`src/rtl/cmp_pkg.sv`:
```
// Shared types and constants for the integer/FP compare unit.
package cmp_pkg;

  localparam int unsigned OP_W  = 3;
  localparam int unsigned EXT_W = 64;

  typedef enum logic [OP_W-1:0] {
    CMP_INT = 3'd0,
    FEQ     = 3'd1,
    FLT     = 3'd2,
    FLE     = 3'd3,
    FMIN    = 3'd4,
    FMAX    = 3'd5
  } cmp_op_e;

  typedef enum logic {
    FMT_S = 1'b0,
    FMT_D = 1'b1
  } cmp_fmt_e;

  localparam logic [EXT_W-1:0] CNAN_S = 64'hFFFF_FFFF_7FC0_0000;
  localparam logic [EXT_W-1:0] CNAN_D = 64'h7FF8_0000_0000_0000;

  typedef struct packed {
    logic is_nan;
    logic is_snan;
    logic is_zero;
    logic sign;
  } fp_class_t;

endpackage

```
`src/rtl/fp_classify.sv`:
```
// Format-aware FP operand classifier; an unboxed single reads as canonical qNaN.
module fp_classify
  import cmp_pkg::*;
#(
  parameter int unsigned DATA_W = 64
) (
  input  logic [DATA_W-1:0] val,
  input  logic              fmt,
  output fp_class_t         cls_c
);

  logic [EXT_W-1:0] v;
  logic             boxed;

  // Decode sign/exponent/mantissa fields for the selected format
  always_comb begin
    v     = EXT_W'(val);
    boxed = (DATA_W == 32) || (v[63:32] == '1);
    cls_c = '0;
    if (fmt == FMT_S) begin
      if (!boxed) begin
        cls_c.is_nan = 1'b1;
      end else begin
        cls_c.sign    = v[31];
        cls_c.is_nan  = (v[30:23] == '1) && (v[22:0] != '0);
        cls_c.is_snan = (v[30:23] == '1) && (v[22:0] != '0) && !v[22];
        cls_c.is_zero = (v[30:0] == '0);
      end
    end else begin
      cls_c.sign    = v[63];
      cls_c.is_nan  = (v[62:52] == '1) && (v[51:0] != '0);
      cls_c.is_snan = (v[62:52] == '1) && (v[51:0] != '0) && !v[51];
      cls_c.is_zero = (v[62:0] == '0);
    end
  end

endmodule

```
`src/rtl/compare_unit.sv`:
```
// Two-stage integer / IEEE-754 compare and min/max unit with valid/ready and flush.
module compare_unit
  import cmp_pkg::*;
#(
  parameter int unsigned DATA_W = 64,
  parameter bit          FP_EN  = 1'b1
) (
  input  logic              clk,
  input  logic              rst_n,
  input  logic              flush_i,
  input  logic              in_valid_i,
  output logic              in_ready_o,
  input  logic [OP_W-1:0]   op_i,
  input  logic              fmt_i,
  input  logic [DATA_W-1:0] a_i,
  input  logic [DATA_W-1:0] b_i,
  output logic              out_valid_o,
  input  logic              out_ready_i,
  output logic [DATA_W-1:0] result_o,
  output logic              eq_o,
  output logic              lt_s_o,
  output logic              lt_u_o,
  output logic              nv_o
);

  logic              s1_valid;
  logic [OP_W-1:0]   s1_op;
  logic              s1_fmt;
  logic [DATA_W-1:0] s1_a;
  logic [DATA_W-1:0] s1_b;
  fp_class_t         s1_ca;
  fp_class_t         s1_cb;
  fp_class_t         ca_c;
  fp_class_t         cb_c;

  logic s2_load;
  logic s1_adv;
  logic accept;

  fp_classify #(.DATA_W(DATA_W)) u_cls_a (.val(a_i), .fmt(fmt_i), .cls_c(ca_c));
  fp_classify #(.DATA_W(DATA_W)) u_cls_b (.val(b_i), .fmt(fmt_i), .cls_c(cb_c));

  assign s2_load    = !out_valid_o || out_ready_i;
  assign s1_adv     = s2_load;
  assign in_ready_o = (!s1_valid || s1_adv) && !flush_i;
  assign accept     = in_valid_i && in_ready_o;

  logic [DATA_W-1:0] res_c;
  logic              eq_c, lt_s_c, lt_u_c, nv_c;
  logic [EXT_W-1:0]  a64, b64, sel64;
  logic [62:0]       ma, mb;
  logic              both_zero, any_nan, any_snan, a_lt_b, feq_c, flt_c, fp_bad;

  // Stage-2 result computation from the captured operands and classes
  always_comb begin
    a64       = EXT_W'(s1_a);
    b64       = EXT_W'(s1_b);
    ma        = (s1_fmt == FMT_D) ? a64[62:0] : 63'(a64[30:0]);
    mb        = (s1_fmt == FMT_D) ? b64[62:0] : 63'(b64[30:0]);
    both_zero = s1_ca.is_zero && s1_cb.is_zero;
    any_nan   = s1_ca.is_nan || s1_cb.is_nan;
    any_snan  = s1_ca.is_snan || s1_cb.is_snan;
    // Sign-magnitude total order where -0 sorts below +0
    a_lt_b    = (s1_ca.sign != s1_cb.sign) ? s1_ca.sign
              : (s1_ca.sign ? (ma > mb) : (ma < mb));
    feq_c     = !any_nan && (both_zero || ((s1_ca.sign == s1_cb.sign) && (ma == mb)));
    flt_c     = !any_nan && !both_zero && a_lt_b;
    fp_bad    = !FP_EN || ((s1_fmt == FMT_D) && (DATA_W == 32));
    sel64     = '0;
    res_c     = '0;
    eq_c      = 1'b0;
    lt_s_c    = 1'b0;
    lt_u_c    = 1'b0;
    nv_c      = 1'b0;
    case (s1_op)
      CMP_INT: begin
        eq_c   = (s1_a == s1_b);
        lt_u_c = (s1_a < s1_b);
        lt_s_c = ($signed(s1_a) < $signed(s1_b));
        res_c  = DATA_W'(lt_s_c);
      end
      FEQ: begin
        res_c = DATA_W'(feq_c);
        nv_c  = any_snan;
      end
      FLT: begin
        res_c = DATA_W'(flt_c);
        nv_c  = any_nan;
      end
      FLE: begin
        res_c = DATA_W'(flt_c || feq_c);
        nv_c  = any_nan;
      end
      FMIN, FMAX: begin
        nv_c = any_snan;
        if (s1_ca.is_nan && s1_cb.is_nan) sel64 = (s1_fmt == FMT_D) ? CNAN_D : CNAN_S;
        else if (s1_ca.is_nan)            sel64 = b64;
        else if (s1_cb.is_nan)            sel64 = a64;
        else sel64 = ((s1_op == FMIN) == a_lt_b) ? a64 : b64;
        if (s1_fmt == FMT_S) sel64[63:32] = '1;
        res_c = DATA_W'(sel64);
      end
      default: ;
    endcase
    if (fp_bad && (s1_op != CMP_INT) && (s1_op <= FMAX)) begin
      res_c = '0;
      nv_c  = 1'b1;
    end
  end

  // Stage 1: capture operands, op and operand classes
  always_ff @(posedge clk) begin
    if (!rst_n) begin
      s1_valid <= 1'b0;
      s1_op    <= '0;
      s1_fmt   <= 1'b0;
      s1_a     <= '0;
      s1_b     <= '0;
      s1_ca    <= '0;
      s1_cb    <= '0;
    end else if (flush_i) begin
      s1_valid <= 1'b0;
    end else begin
      if (!s1_valid || s1_adv) s1_valid <= in_valid_i;
      if (accept) begin
        s1_op  <= op_i;
        s1_fmt <= fmt_i;
        s1_a   <= a_i;
        s1_b   <= b_i;
        s1_ca  <= ca_c;
        s1_cb  <= cb_c;
      end
    end
  end

  // Stage 2: registered result, held while the consumer stalls
  always_ff @(posedge clk) begin
    if (!rst_n) begin
      out_valid_o <= 1'b0;
      result_o    <= '0;
      eq_o        <= 1'b0;
      lt_s_o      <= 1'b0;
      lt_u_o      <= 1'b0;
      nv_o        <= 1'b0;
    end else if (flush_i) begin
      out_valid_o <= 1'b0;
    end else if (s2_load) begin
      out_valid_o <= s1_valid;
      if (s1_valid) begin
        result_o <= res_c;
        eq_o     <= eq_c;
        lt_s_o   <= lt_s_c;
        lt_u_o   <= lt_u_c;
        nv_o     <= nv_c;
      end
    end
  end

endmodule

```
`config.mk`:
```
export PLATFORM = sky130hd
export DESIGN_NAME = compare_unit
export DESIGN_NICKNAME = d
export VERILOG_FILES = /design/src/rtl/cmp_pkg.sv /design/src/rtl/fp_classify.sv /design/src/rtl/compare_unit.sv
export SDC_FILE = /design/constraint.sdc
export NUM_CORES = 1
export LEC_CHECK = 0
export CORE_MARGIN = 10
export CORE_UTILIZATION = 54
export CTS_CLUSTER_DIAMETER = 150
export DETAILED_ROUTE_END_ITERATION = 10
export GPL_TIMING_DRIVEN = 0
export PLACE_DENSITY = 0.79
export SLEW_MARGIN = 10
export SYNTH_ARGS = -nofsm -noshare
export SYNTH_HDL_FRONTEND = slang
export SYNTH_SLANG_ARGS = --single-unit
```
`constraint.sdc`:
```
create_clock -name clk -period 5 [get_ports clk]
set_clock_uncertainty 0.2 [all_clocks]
set_input_delay 0.5 -clock clk [delete_from_list [all_inputs] [get_ports clk]]
set_output_delay 0.5 -clock clk [all_outputs]
set_load 0.01 [all_outputs]
```
==> results of run 1 <==
==> per-layer routing <==
metal / part of all wire [%] / global-route usage, %
met1: 41 / 33.7
met4: 3.2 / 9.35
met3: 9.4 / 6.92
met5: 0 / 0
met2: 46 / 44.2
==> metrics by stage <==
stage / util, % / instance area (um^2) / power (uW)
global placement: 65.6 / 14300 / 2770
global route: 69.3 / 15100 / 4700
floorplan: - / 11900 / 2440
CTS: 69.3 / 15100 / 4540
detailed placement: 65.6 / 14300 / 2790
finish: 69.3 / 15100 / 4540
==> flip-flops by register name (all words and copies together), names as in the netlist <==
signal and flops:
s1_ca 4, nv_o 1, result_o 64, s1_valid 1, eq_o 1, s1_op 3
lt_u_o 1, s1_cb 4, a64 64, b64 64, s1_fmt 1, lt_s_o 1
out_valid_o 1
==> worst max-delay path, delay by kind of cell, from the launching register on <==
kind            cells  cell delay, ns
compound gates      3            0.80
simple gates        6            1.35
flops               1            0.42
mux                 1            0.29
buf+inv             4            1.19
fa+ha+maj           1            0.33
==> power by group through the flow <==
stage	Clock (uW)	Combinational, uW	Sequential [uW]
after floorplan	0	635	1800
after global placement	0	958	1820
after detailed placement	0	970	1820
after CTS	1780	979	1780
after global routing	1850	1070	1790
final	1770	994	1780
==> cells by family (layout without fill, tap and decap cells) <==
logic type	after synthesis	after routing
compound gates	358	358
xor+xnor	2	2
fa+ha+maj	96	96
buf+inv	154	402
flops	210	210
mux	54	54
simple gates	618	618
==> path summary, 6_finish.rpt <==
path	slack (ns)	cells after the start	endpoint
setup / recovery	0.28	15	result_o[5]
setup reg to reg	0.28	15	result_o[5]
hold reg to reg	0.24	2	result_o[13]
hold / removal	0.24	2	result_o[13]
==> repair_timing <==
item	in CTS	in global routing
hold endpoints to repair	0	0
cloned	0	0
setup endpoints to repair	3	64
resized for setup	1	4
==> placed cells by master (no fill, tap or decap), drive strengths merged, types with 25 or more instances in the layout <==
master and count:
a21boi 137, a21oi 73, and2 38, clkbuf 112
clkdlybuf4s50 206, dfxtp 210, ha 96, inv 70
mux2i 54, nand2 370, nand3 25, nand4 45
nor2 41, nor3 25, nor4 30, o21ai 76
==> synthesized netlist by cell type, drive strengths merged, types with 3 or more instances <==
master   number
o21ai        76
a21o         14
o211ai        4
o21a          3
nand4        45
nor2b        13
nor4         30
o31ai        14
nand2b        4
a31oi         4
buf          11
and2         38
ha           96
and3          7
a41o          3
nor3         25
a22oi         4
nand3        25
dfxtp       210
nor2         41
nor3b         5
a21oi        73
mux2i        54
a211oi        6
a21boi      137
or3           5
clkbuf       73
o2111ai       3
nand2       370
nor4b         3
inv          70
==> cell type report <==
cell class                      count  area (um^2)
Multi-Input combinational cell   1128         6970
Sequential cell                   210         4200
Clock buffer                       39          748
Tap cell                          280          350
Inverter                           70          263
Buffer                             84          440
Clock inverter                      3         40.0
Fill cell                        1846         6680
Timing Repair Buffer              206         2060
==> results.py, run 1 <==
metrics = {
    "global_routing": {
        "grt_overflow_total": 0,
        "first_global_vias": 11786,
        "grtUsageTotal_pct": 27.0,
        "antenna_violations_before_repair": 0,
        "first_pass_grt_wire_length_mm": 62.6,
        "grt_start_max_net_pins": 13,
    },
    "place": {
        "dpl.hpwl_mm": 30.8,
        "finalWeightedCongestion": 0.930,
        "placed_cells_incl_taps": 1978,
        "portBuffers": 206,
        "place_worst_setup_slack_ns": 0.00445,
    },
    "final_layout": {
        "post_layout_nonfiller_instances": 2020,
        "insertedDiodeCount": 0,
        "layout_cells_sized_above_1_pct": 3.39,
        "area_growth_pct": 27.0,
        "nNetsFinal": 1957,
    },
    "synthesis": {
        "share_of_the_synthesized_area_in_compound_gates_ao_oa_aoi_oai_pct": 20.2,
        "synth_top_area_share_pct": 35.4,
        "synth_flop_cell": "sky130_fd_sc_hd__dfxtp_1",
        "synth_simple_gate_area_share_pct": 23.7,
        "post_synth_fa_ha_maj_area_fraction_pct": 10.1,
        "synth_enable_flop_cells": 0,
        "postSynthCellCount": 1492,
        "synth_cell_types": 56,
        "ys_ff_latch": 210,
        "synth_top_family_by_area": "simple AND/OR/NAND/NOR gates",
        "avgSynthCellArea_um2": 7.95,
        "netlist.top_cell.by_area": "sky130_fd_sc_hd__dfxtp_1",
        "fraction_of_synthesized_area_in_multiplexers_pct": 4.56,
        "postSynthNetCount": 1725,
        "synth_async_sr_flop_share_pct": 0,
        "synth.top_cells.by_area": "sky130_fd_sc_hd__dfxtp_1 (35%), sky130_fd_sc_hd__nand2_1 (12%), sky130_fd_sc_hd__ha_1 (10%)",
        "ys_warn_count": 0,
        "post_synth_xor_area_fraction_pct": 0.148,
        "ys_seq_area_share_pct": 35.4,
        "netlist_area_um2": 11900,
    },
    "power_and_ir_drop": {
        "switching_component_of_the_power_uw": 1290,
        "combPwrFrac_pct": 21.9,
        "power.share.sequential_pct": 39.2,
        "netSwitchingFraction_pct": 28.4,
        "cell_int_power_uw": 3250,
        "peakVddDrop_uv": 280,
        "leakagePower_uw": 0.00565,
        "share_of_power_burned_in_the_clock_network_pct": 38.9,
        "power_density_nw_per_um2": 301,
    },
    "floorplanning": {
        "floorplan.initialDensity_pct": 54.5,
        "design.portCount": 207,
        "design.die.area_um2": 28300,
        "num_rows": 54,
        "die-width_um": 168,
        "die_height_um": 168,
        "core_area_um2": 21800,
    },
    "worst_setup_path": {
        "maximum_single_stage_delay_on_the_critical_path_ns": 0.48,
        "crit_path_cell_trace": "clkbuf_2 > clkbuf_1 > nand2_1 > ha_1 > nand4_1 > nor4_2 > nand2_1 > a31oi_1 > nor4b_1 > and2_4 > o41ai_2 > buf_6 > buf_12 > mux2i_1 > o21ai_1",
        "worstSetupStartpointType": "flip-flop",
        "crit_path_max_fanout": 10,
        "type_of_destination_of_the_critical_path": "flip-flop",
        "worst_ep_arrival_time_ns": 4.91,
        "worstSetupStartpoint": "s1_fmt",
        "cp.required_ns": 5.18,
        "critPathKind": "flip-flop to flip-flop",
        "critical_path.reg2reg.startpoint": "s1_fmt",
        "worst_path_max_delay_cell": "sky130_fd_sc_hd__nor4_2",
        "critical_path.most_common_cell": "sky130_fd_sc_hd__nand2_1",
    },
    "min_path": {
        "holdCritStartpoint": "result_o[13]",
        "timing.hold.worst.class": "flip-flop to flip-flop",
    },
    "routing": {
        "num_vias": 11719,
        "first_pass_iters": 5,
        "drcViolationCount": 0,
        "initialDrtViolationCount": 879,
        "routedWlPerCell_um": 19.6,
        "vias_per_cell": 5.80,
        "count_of_nets_left_with_antenna_violations_after_detail_routing": 0,
        "route.final.wire_length_mm": 39.6,
    },
    "clocking": {
        "h-tree-depth": 1,
        "cts_buffers": 24,
        "clkSlewWorstSetupHoldPaths_ns": 0.06,
        "clock_network_latency_to_the_later_pin_of_the_worst_skew_pair_ns": 0.53,
        "post-cts-setup-buffers": 0,
        "cts_tree": "yes",
        "clock-sinks": 210,
        "clock-root-buffer": "sky130_fd_sc_hd__clkbuf_16",
        "clock_path_buffers": 3,
        "postCtsHoldBufs": 0,
    },
    "timing": {
        "final_critical_path_setup_slack_ns": 0.279,
        "hold_viol_final": 0,
        "finalSetupViolations": 0,
        "finalCriticalPeriod_ns": 4.72,
        "clock.fmax_mhz": 212,
        "tns_ns": 0,
        "rsz0062_at_grt": "no",
        "final.period_utilization_pct": 94.4,
        "holdWs_ns": 0.245,
        "worst_margin_slew_ns": 1.07,
        "maxSlewHeadroom_pct": 28.8,
        "timing.final.max_slew_violations": 0,
    },
    "run_status": {
        "status": "finished, final reports clean",
    },
    "run": {
        "drv_cap": 0,
    },
}
No activity file was read; power rests on OpenSTA's default activity.
==> inputs of run 2 (changes only) <==
SYNTH_HIERARCHICAL = 1   (was default)
==> run 2 against run 1 <==
Compared with the run above:
- flip-flop and latch count did not move
- area after synthesis up 0.54%
- critical path depth up 1
- count of clock-buffer cells in the layout fell by 5
- routed wire length increased by 2.9%
- largest power group is now clock
- highest routed layer unchanged
==> results.py, run 2 <==
metrics = {
    "run_status": {
        "status": "finished, final reports clean",
    },
    "run": {
        "drv_cap": 0,
    },
    "final_layout": {
        "fillers": 1831,
        "layout_cells_sized_above_1_pct": 5.01,
        "area_growth_pct": 27.2,
        "insertedDiodeCount": 0,
        "layout_common_cells": "sky130_fd_sc_hd__nand2_1 (436), sky130_fd_sc_hd__dfxtp_1 (210), sky130_fd_sc_hd__clkdlybuf4s50_1 (206)",
        "layout_commonest_cell": "sky130_fd_sc_hd__nand2_1",
        "nNetsFinal": 2014,
        "finalCoreUtilization_pct": 69.8,
        "post_layout_nonfiller_instances": 2078,
    },
    "routing": {
        "routedWlPerCell_um": 19.6,
        "drcViolationCount": 0,
        "initialDrtViolationCount": 1038,
        "vias_per_cell": 5.84,
        "route.final.wire_length_mm": 40.7,
        "count_of_nets_left_with_antenna_violations_after_detail_routing": 0,
        "num_vias": 12130,
        "first_pass_iters": 6,
    },
    "power_and_ir_drop": {
        "leakagePower_uw": 0.00576,
        "peakVddDrop_uv": 240,
        "power_density_nw_per_um2": 303,
    },
    "clocking": {
        "clock-sinks": 210,
        "cts_buffers": 24,
        "clkSlewWorstSetupHoldPaths_ns": 0.06,
        "h-tree-depth": 1,
        "postCtsHoldBufs": 0,
        "clock_path_buffers": 3,
        "clock_network_latency_to_the_later_pin_of_the_worst_skew_pair_ns": 0.53,
        "cts_tree": "yes",
        "clock-root-buffer": "sky130_fd_sc_hd__clkbuf_16",
    },
    "worst_setup_path": {
        "critical_path.reg2reg.startpoint": "s1_fmt",
        "critPathKind": "flip-flop to flip-flop",
        "crit_path_max_fanout": 10,
        "worstSetupStartpointType": "flip-flop",
        "cp.required_ns": 5.20,
        "worst_ep_arrival_time_ns": 4.92,
        "type_of_destination_of_the_critical_path": "flip-flop",
        "worstSetupStartpoint": "s1_fmt",
    },
    "synthesis": {
        "synth_flop_cell": "sky130_fd_sc_hd__dfxtp_1",
        "avgSynthCellArea_um2": 7.70,
        "ys_warn_count": 6,
        "synth.top_cells.by_area": "sky130_fd_sc_hd__dfxtp_1 (35%), sky130_fd_sc_hd__nand2_1 (14%), sky130_fd_sc_hd__ha_1 (10%)",
        "netlist_area_um2": 11900,
        "yosysMostFrequentCell": "sky130_fd_sc_hd__nand2_1",
        "ys_ff_latch": 210,
        "postSynthCellCount": 1549,
        "synthTopCellsByCount": "sky130_fd_sc_hd__nand2_1 (436), sky130_fd_sc_hd__dfxtp_1 (210), sky130_fd_sc_hd__a21oi_1 (161)",
        "ys_seq_area_share_pct": 35.2,
        "netlist.top_cell.by_area": "sky130_fd_sc_hd__dfxtp_1",
        "postSynthNetCount": 1782,
        "synth_async_sr_flop_share_pct": 0,
        "synth_enable_flop_cells": 0,
        "synth_cell_types": 74,
        "synth_top_area_share_pct": 35.2,
    },
    "place": {
        "placed_cells_incl_taps": 2035,
        "dpl.hpwl_mm": 31.6,
        "portBuffers": 206,
        "finalWeightedCongestion": 0.990,
    },
    "floorplanning": {
        "die-width_um": 169,
        "floorplan.initialDensity_pct": 54.8,
        "design.die.area_um2": 28400,
        "die_height_um": 169,
        "num_rows": 54,
        "design.portCount": 207,
        "core_area_um2": 21800,
    },
    "timing": {
        "final.period_utilization_pct": 94.3,
        "worst_margin_slew_ns": 1.30,
        "hold_viol_final": 0,
        "rsz0062_at_grt": "no",
        "clock.fmax_mhz": 212,
        "finalSetupViolations": 0,
        "finalCriticalPeriod_ns": 4.71,
        "maxSlewHeadroom_pct": 12.8,
        "tns_ns": 0,
        "timing.final.max_slew_violations": 0,
    },
    "min_path": {
        "timing.hold.worst.class": "flip-flop to flip-flop",
        "holdCritStartpoint": "result_o[3]",
    },
    "global_routing": {
        "grtUsageTotal_pct": 27.5,
        "grt_overflow_total": 0,
        "first_global_vias": 11863,
        "antenna_violations_before_repair": 0,
        "first_pass_grt_wire_length_mm": 64.2,
        "grt_start_max_net_pins": 14,
    },
}
[run 2: cell types whose count changed after synthesis, moves of 10 or more]
cell                       before  now
sky130_fd_sc_hd__nor4b_1        3   13
sky130_fd_sc_hd__nand4_1       44   33
sky130_fd_sc_hd__mux2i_1       54   43
sky130_fd_sc_hd__o21ai_1       54   23
sky130_fd_sc_hd__a21oi_1       73  161
sky130_fd_sc_hd__nand2b_1       4   19
sky130_fd_sc_hd__a31oi_1        4   19
sky130_fd_sc_hd__nand2_1      370  436
sky130_fd_sc_hd__a21boi_0     137   20
[run 2: path summary, 6_finish.rpt]
kind                                     end  slack [ns]  cells after the start
worst max-delay path            result_o[13]        0.29                     16
worst min-delay path             result_o[3]        0.25                      2
worst max register to register  result_o[13]        0.29                     16
worst min register to register   result_o[3]        0.25                      2
[run 2: routing by layer]
metal  share of wire (%)  GRT usage, %
met5                   0             0
met4                 3.6          9.24
met3                 8.5          6.11
met2                  46          45.4
met1                  42          34.8
[run 2: layout make-up]
| type | count | area, um^2 | share of cell area, % |
|---|---|---|---|
| multi-input combinational | 1179 | 7080 | 46.6 |
| sequential | 210 | 4200 | 27.7 |
| timing repair buffer | 206 | 2060 | 13.6 |
| clock buffer | 34 | 698 | 4.60 |
| buffer | 85 | 389 | 2.56 |
| tap | 280 | 350 | 2.31 |
| inverter | 75 | 282 | 1.85 |
| clock inverter | 9 | 116 | 0.767 |
[run 2: cell families (layout without fill, tap and decap cells)]
group                    count (synthesis)  after routing  share of synthesized area [%]
flip-flops                             210            210                           35.2
AND/OR/NAND/NOR                        713            713                           28.4
multiplexers                            44             44                           3.73
AO/OA/AOI/OAI                          325            325                           16.9
buffers and inverters                  160            409                           5.57
adder cells (fa/ha/maj)                 96             96                           10.1
XOR/XNOR                                 1              1                         0.0734
[run 2: stage by stage]
step           cell area (um^2)  power [uW]  hold WS [ns]  setup slack (ns)
6_report                  15200        4610         0.247             0.287
2_1_floorplan             11900        2430         0.236              1.12
3_3_place_gp              14300        2780         0.233            0.0318
5_1_grt                   15200        4760         0.270            0.0615
4_1_cts                   15200        4590         0.249            0.0182
3_5_place_dp              14300        2790         0.240            0.0215
[run 2: where the power goes]
group / switching [uW] / internal, uW / total, uW
combinational: 574 / 430 / 1000
clock: 739 / 1080 / 1820
sequential: 57.2 / 1730 / 1780
[run 2: timing repair]
item / 4_1_cts / 5_1_grt
setup buffers: 0 / 0
resized for setup: 0 / 11
setup endpoints to repair: 0 / 63
[run 2: worst max-delay path: stages (launching register included)]
cell and delay (ns):
sky130_fd_sc_hd__dfxtp_1 0.49, sky130_fd_sc_hd__clkbuf_2 0.32, sky130_fd_sc_hd__clkbuf_2 0.28, sky130_fd_sc_hd__nand2_1 0.08, sky130_fd_sc_hd__ha_1 0.33, sky130_fd_sc_hd__nand4_1 0.23
sky130_fd_sc_hd__nor3_2 0.34, sky130_fd_sc_hd__nand3_1 0.16, sky130_fd_sc_hd__o2111ai_1 0.32, sky130_fd_sc_hd__nor2_1 0.15, sky130_fd_sc_hd__o211ai_2 0.29, sky130_fd_sc_hd__mux2_4 0.41
sky130_fd_sc_hd__nor2_4 0.15, sky130_fd_sc_hd__buf_6 0.24, sky130_fd_sc_hd__buf_6 0.22, sky130_fd_sc_hd__mux2i_1 0.27, sky130_fd_sc_hd__o21ai_1 0.08
